**src/rtl/l2_cache_controller.sv**
```systemverilog
// Direct-mapped, write-back L2 cache controller.
// One request at a time from the L1 mux; hits are served from local arrays,
// misses write back a dirty victim and/or fill the line from main memory.
//
// state     | meaning
// IDLE      | waiting for a read or write-back request from L1
// COMPARE   | tag lookup on the latched request
// WRITEBACK | dirty victim being written to memory
// ALLOCATE  | line being filled from memory (reads only)
// DONE      | one-cycle completion pulse to L1
module l2_cache_controller #(
  parameter int INDEX_W = 4,
  parameter int TAG_W   = 22,
  parameter int BLOCK_W = 128
) (
  input  logic                     clk,
  input  logic                     rst,
  input  logic                     read_L1_L2,
  input  logic                     write_L1_L2,
  input  logic [INDEX_W-1:0]       index_L1_L2,
  input  logic [TAG_W-1:0]         tag_L1_L2,
  input  logic [BLOCK_W-1:0]       write_data_L1_L2,
  output logic                     ready_L2_L1,
  output logic [BLOCK_W-1:0]       read_data_L2_L1,
  output logic                     read_L2_MEM,
  output logic                     write_L2_MEM,
  output logic [TAG_W+INDEX_W-1:0] address_L2_MEM,
  output logic [BLOCK_W-1:0]       write_data_L2_MEM,
  input  logic [BLOCK_W-1:0]       read_data_MEM_L2,
  input  logic                     ready_MEM_L2
);

  localparam int LINES = 1 << INDEX_W;

  typedef enum logic [2:0] {
    S_IDLE,
    S_COMPARE,
    S_WRITEBACK,
    S_ALLOCATE,
    S_DONE
  } state_t;

  state_t                   r_state;
  logic [LINES-1:0]         r_valid;
  logic [LINES-1:0]         r_dirty;
  logic [TAG_W-1:0]         r_tag_arr  [LINES];
  logic [BLOCK_W-1:0]       r_data_arr [LINES];

  logic [INDEX_W-1:0]       r_req_idx;
  logic [TAG_W-1:0]         r_req_tag;
  logic [BLOCK_W-1:0]       r_req_wdata;
  logic                     r_req_is_read;

  logic                     r_ready;
  logic [BLOCK_W-1:0]       r_rdata;
  logic                     r_mem_rd;
  logic                     r_mem_wr;
  logic [TAG_W+INDEX_W-1:0] r_mem_addr;
  logic [BLOCK_W-1:0]       r_mem_wdata;

  logic [TAG_W-1:0]         w_line_tag;
  logic [BLOCK_W-1:0]       w_line_data;
  logic                     w_hit;
  logic                     w_victim_dirty;
  logic                     w_arr_we;
  logic [TAG_W-1:0]         w_arr_wtag;
  logic [BLOCK_W-1:0]       w_arr_wdata;

  // Lookup of the addressed line and the single write port into tag/data arrays
  always_comb begin
    w_line_tag     = r_tag_arr[r_req_idx];
    w_line_data    = r_data_arr[r_req_idx];
    w_hit          = r_valid[r_req_idx] && (w_line_tag == r_req_tag);
    w_victim_dirty = r_valid[r_req_idx] && r_dirty[r_req_idx];
    w_arr_we       = 1'b0;
    w_arr_wtag     = r_req_tag;
    w_arr_wdata    = r_req_wdata;
    if (r_state == S_COMPARE && !r_req_is_read && (w_hit || !w_victim_dirty)) begin
      w_arr_we = 1'b1;
    end else if (r_state == S_ALLOCATE && ready_MEM_L2) begin
      w_arr_we    = 1'b1;
      w_arr_wdata = read_data_MEM_L2;
    end
  end

  // Tag/data storage is deliberately not reset; valid bits gate its use
  always_ff @(posedge clk) begin
    if (w_arr_we) begin
      r_tag_arr[r_req_idx]  <= w_arr_wtag;
      r_data_arr[r_req_idx] <= w_arr_wdata;
    end
  end

  // Controller FSM with valid/dirty bookkeeping and registered Moore outputs
  always_ff @(posedge clk or posedge rst) begin
    if (rst) begin
      r_state       <= S_IDLE;
      r_valid       <= '0;
      r_dirty       <= '0;
      r_req_idx     <= '0;
      r_req_tag     <= '0;
      r_req_wdata   <= '0;
      r_req_is_read <= 1'b0;
      r_ready       <= 1'b0;
      r_rdata       <= '0;
      r_mem_rd      <= 1'b0;
      r_mem_wr      <= 1'b0;
      r_mem_addr    <= '0;
      r_mem_wdata   <= '0;
    end else begin
      r_ready <= 1'b0;
      case (r_state)
        S_IDLE: begin
          if (read_L1_L2 || write_L1_L2) begin
            r_req_idx     <= index_L1_L2;
            r_req_tag     <= tag_L1_L2;
            r_req_wdata   <= write_data_L1_L2;
            r_req_is_read <= read_L1_L2;
            r_state       <= S_COMPARE;
          end
        end
        S_COMPARE: begin
          if (w_hit) begin
            if (r_req_is_read) r_rdata <= w_line_data;
            else               r_dirty[r_req_idx] <= 1'b1;
            r_ready <= 1'b1;
            r_state <= S_DONE;
          end else if (w_victim_dirty) begin
            r_mem_wr    <= 1'b1;
            r_mem_addr  <= {w_line_tag, r_req_idx};
            r_mem_wdata <= w_line_data;
            r_state     <= S_WRITEBACK;
          end else if (r_req_is_read) begin
            r_mem_rd   <= 1'b1;
            r_mem_addr <= {r_req_tag, r_req_idx};
            r_state    <= S_ALLOCATE;
          end else begin
            // clean write miss: the whole line is supplied, so no fill needed
            r_valid[r_req_idx] <= 1'b1;
            r_dirty[r_req_idx] <= 1'b1;
            r_ready            <= 1'b1;
            r_state            <= S_DONE;
          end
        end
        S_WRITEBACK: begin
          if (ready_MEM_L2) begin
            r_mem_wr           <= 1'b0;
            r_dirty[r_req_idx] <= 1'b0;
            if (r_req_is_read) begin
              r_mem_rd   <= 1'b1;
              r_mem_addr <= {r_req_tag, r_req_idx};
              r_state    <= S_ALLOCATE;
            end else begin
              r_state <= S_COMPARE;
            end
          end
        end
        S_ALLOCATE: begin
          if (ready_MEM_L2) begin
            r_mem_rd           <= 1'b0;
            r_valid[r_req_idx] <= 1'b1;
            r_dirty[r_req_idx] <= 1'b0;
            r_state            <= S_COMPARE;
          end
        end
        S_DONE: begin
          r_state <= S_IDLE;
        end
        default: begin
          r_state <= S_IDLE;
        end
      endcase
    end
  end

  assign ready_L2_L1       = r_ready;
  assign read_data_L2_L1   = r_rdata;
  assign read_L2_MEM       = r_mem_rd;
  assign write_L2_MEM      = r_mem_wr;
  assign address_L2_MEM    = r_mem_addr;
  assign write_data_L2_MEM = r_mem_wdata;

endmodule

```
**config.mk**
```make
export PLATFORM = sky130hd
export DESIGN_NAME = l2_cache_controller
export DESIGN_NICKNAME = d
export VERILOG_FILES = /design/src/rtl/l2_cache_controller.sv
export SDC_FILE = /design/constraint.sdc
export NUM_CORES = 2
export LEC_CHECK = 0
export ABC_AREA = 1
export BUFFER_PORTS_ARGS = -buffer_cell sky130_fd_sc_hd__buf_2
export CELL_PAD_IN_SITES_DETAIL_PLACEMENT = 0
export CELL_PAD_IN_SITES_GLOBAL_PLACEMENT = 1
export CORE_UTILIZATION = 30
export DETAILED_ROUTE_END_ITERATION = 8
export PLACE_DENSITY_LB_ADDON = 0.3
export SYNTH_ARGS = -nofsm -noshare
export SYNTH_HDL_FRONTEND = slang
export SYNTH_SLANG_ARGS = --single-unit
```
**constraint.sdc**
```tcl
create_clock -name clk -period 32.1 [get_ports clk]
set_clock_uncertainty 0.05 [all_clocks]
set_input_delay 1.605 -clock clk [delete_from_list [all_inputs] [get_ports clk]]
set_output_delay 1.605 -clock clk [all_outputs]
set_load 0.005 [all_outputs]
```
==> flow_summary.yaml <==
status:
  status: "finished, final reports clean"
detailed_routing:
  wl_per_cell_um: 25.76
  routed_wl_um: 341800
  vias: 66880
  dr.pass1.iters: 7
  drtAntennaViolNets: 0
  avgViaCountPerCell: 5.041
  drc: 0
  drtIter0Drc: 5758
worst_setup_path:
  required_ps: 32590
  cp-start-kind: "flop"
  path_class: "flop to flop"
  critPathCaptureType: "flop"
  cp.arrival_ps: 9260
  crit_fanout: 151
  reg2regPathDepth: 19
floorplanning:
  rows: 221
  start_util_pct: 30.20
  dieHeight_um: 606.6
  io_pins: 572
  die_area_sq_mm: 0.3679
  die_w_um: 606.6
  coreArea_sq_mm: 0.3631
global_route:
  grt_pass1_wl_um: 487500
  use_met1_pct: 24.27
  grt-busiest-layer: "met2"
  grt_pass1_vias: 66690
  grt_max_degree: 164
  grt.overflow.total: 0
  antenna_found_initial: 13
  met3_usage_pct: 2.163
  grtUsageTotal_pct: 18.03
  grtUsageMet2_pct: 30.81
yosys:
  synth_fp_nets: 7939
  synth_top_area_share_pct: 65.72
  synthCells: 7652
  netlist_area_sq_mm: 0.1097
  synth-seq-area-share_pct: 76.56
  synth.largest_area_cell: "edfxtp_1"
  yosysWarningCount: 0
  ys_types: 29
  ys_ff_latch: 2875
  yosys-top-cells-area: "edfxtp_1 66%, dfrtp_1 11%, a22oi_1 7.1%, nand2_1 6.1%, mux2_2 2.7%"
  syn-mean-instance-area_sq_um: 14.33
timing:
  fin_crit_ps: 8771
  hold_viol: 0
  tightest_slew_ps: 1307
  finalCritPeriodShare_pct: 27.32
  rsz0062_at_grt: "false"
  fmax_ghz: 0.1140
  slew_viol_final: 0
  finalSetupViolCount: 0
  relSlewSlack_pct: 12.70
  finalSetupTns_ps: 0
job:
  cap_viol_max_count: 0
clocking:
  h-tree-depth: 5
  cts.clk_slew.worst_paths_ps: 60
  clock-sinks: 2875
  clkLatencyLatePin_ps: 930
  postCtsHoldBufs: 0
  clockBufferDepth: 4
  clock-root-buffer: "clkbuf_16"
  cts-resized-gates: 0
  numCtsBuffers: 326
  cts_tree: "done"
  cts_setup_buffers: 0
finish:
  layout.nets: 8496
  drive_gt1_share_pct: 17.31
  area_delta_synth_final_pct: 17.16
  fin_cells: 13270
hold_path:
  hold_path.class: "flop to flop"
  hold_depth: 2
pwr:
  power.density_mw_per_mm2: 99.17
  ir_drop_uv: 75.85
  p_leak_nw: 46.57
placed_design:
  place.port_buffers: 571
  post-dp-hpwl_um: 183600
  dp_cells: 12680
  routabilityCongestion: 0.7816
cells in the final DEF (no fill, tap or decap), drive strengths merged:
| master | netlist | final |
|---|---|---|
| a211oi | 1 | 1 |
| a21oi | 553 | 553 |
| a22oi | 1032 | 1032 |
| buf | 149 | 711 |
| bufinv | 0 | 28 |
| clkbuf | 333 | 427 |
| clkinv | 3 | 115 |
| clkinvlp | 0 | 8 |
| dfrtp | 475 | 475 |
| diode | 0 | 4 |
| edfxtp | 2400 | 2400 |
| inv | 103 | 116 |
| mux2 | 263 | 263 |
| nand2 | 1782 | 1782 |
| nand3 | 179 | 179 |
| nand3b | 2 | 2 |
| nand4 | 54 | 54 |
| nor2 | 119 | 119 |
| nor3 | 5 | 5 |
| o211ai | 1 | 1 |
| o21a | 1 | 1 |
| o21ai | 65 | 65 |
| o21bai | 4 | 4 |
| or4 | 128 | 128 |
layout make-up:
type                    count  area (sq um)
multi-input cells        4189         23500
flip-flops and latches   2875         83960
clock inverters           161          1778
fillers                 34820        234600
clock buffers             427          8766
diodes                      4         10.01
well taps                4794          5998
inverters                 106         442.9
repair buffers            711          4021
logic make-up (layout without fill, tap and decap cells):
logic type / after synthesis / in the layout / share of synthesized area, %
other: 0 / 4 / 0
AND/OR/NAND/NOR: 2269 / 2269 / 8.573
AO/OA/AOI/OAI: 1657 / 1657 / 9.934
buffers and inverters: 588 / 1405 / 2.228
multiplexers: 263 / 263 / 2.701
flip-flops: 2875 / 2875 / 76.56
sequential cells by signal, summed over array words and instances (netlist names), 3 cells and up, named ones only:
| signal | cells |
|---|---|
| r_data_arr | 2048 |
| r_tag_arr | 352 |
| r_req_wdata | 128 |
| read_data_L2_L1 | 128 |
| write_data_L2_MEM | 128 |
| address_L2_MEM | 26 |
| r_req_tag | 22 |
| r_valid | 16 |
| r_req_idx | 4 |
| r_state | 3 |
metrics by stage:
stage          area [sq um]  power, mW  util (%)  hold WS [ps]  setup slack [ps]
2_1_floorplan        109700      7.485         -         383.8             17190
3_3_place_gp         117900      9.144     32.48         398.9             23130
3_5_place_dp         117900      9.197     32.48         401.0             23230
4_1_cts              128500      12.92     35.38         417.4             23190
5_1_grt              128500      13.34     35.38         439.0             22820
6_report             128500      12.74     35.39         415.3             23330
synthesized netlist by cell type (all sizes together):
cell	number
a211oi	1
o211ai	1
nand3	179
nand4	54
o21bai	4
nor2	119
edfxtp	2400
nand3b	2
buf	149
o21ai	65
nor3	5
mux2	263
inv	103
clkinv	3
o21a	1
a22oi	1032
a21oi	553
nand2	1782
dfrtp	475
clkbuf	333
or4	128
path summary, 6_finish.rpt:
| path | from | end | slack, ps |
|---|---|---|---|
| worst max-delay path | r_req_idx[1] | r_data_arr[6][14] | 23330 |
| worst min-delay path | read_data_L2_L1[105] | read_data_L2_L1[105] | 420 |
| min in group asynchronous | rst | asynchronous set/reset pin | 670 |
| max in group asynchronous | rst | r_req_wdata[34] | 28710 |
| worst max register to register | r_req_idx[1] | r_data_arr[6][14] | 23330 |
| worst min register to register | read_data_L2_L1[105] | read_data_L2_L1[105] | 420 |
per-layer routing:
| metal | vias to the layer above | wire length (um) |
|---|---|---|
| met4 | 4 | 7912 |
| met5 | - | 29 |
| met3 | 414 | 17580 |
| met2 | 2014 | 168800 |
| li1 | 29890 | - |
| met1 | 34550 | 147500 |
power by group:
group	internal (mW)	switching, mW	total [mW]
clock	2.16	1.53	3.69
combinational	0.983	2.87	3.86
sequential	4.98	0.210	5.19
total	8.12	4.62	12.7
critical path: stages (launching register included):
cell and delay (ps):
dfrtp_2 620, inv_2 450, nor2_4 970, buf_4 760
buf_12 660, nand2_1 120, nand3_1 130, nand2_1 70
nand2_1 110, nor2_1 80, a21oi_1 150, nand3b_1 90
nor2_1 130, nand2_1 90, nand2_1 80, nand2_2 480
a21oi_4 1080, buf_4 640, buf_4 740, buf_4 550
No activity file was read; power rests on OpenSTA's default activity.
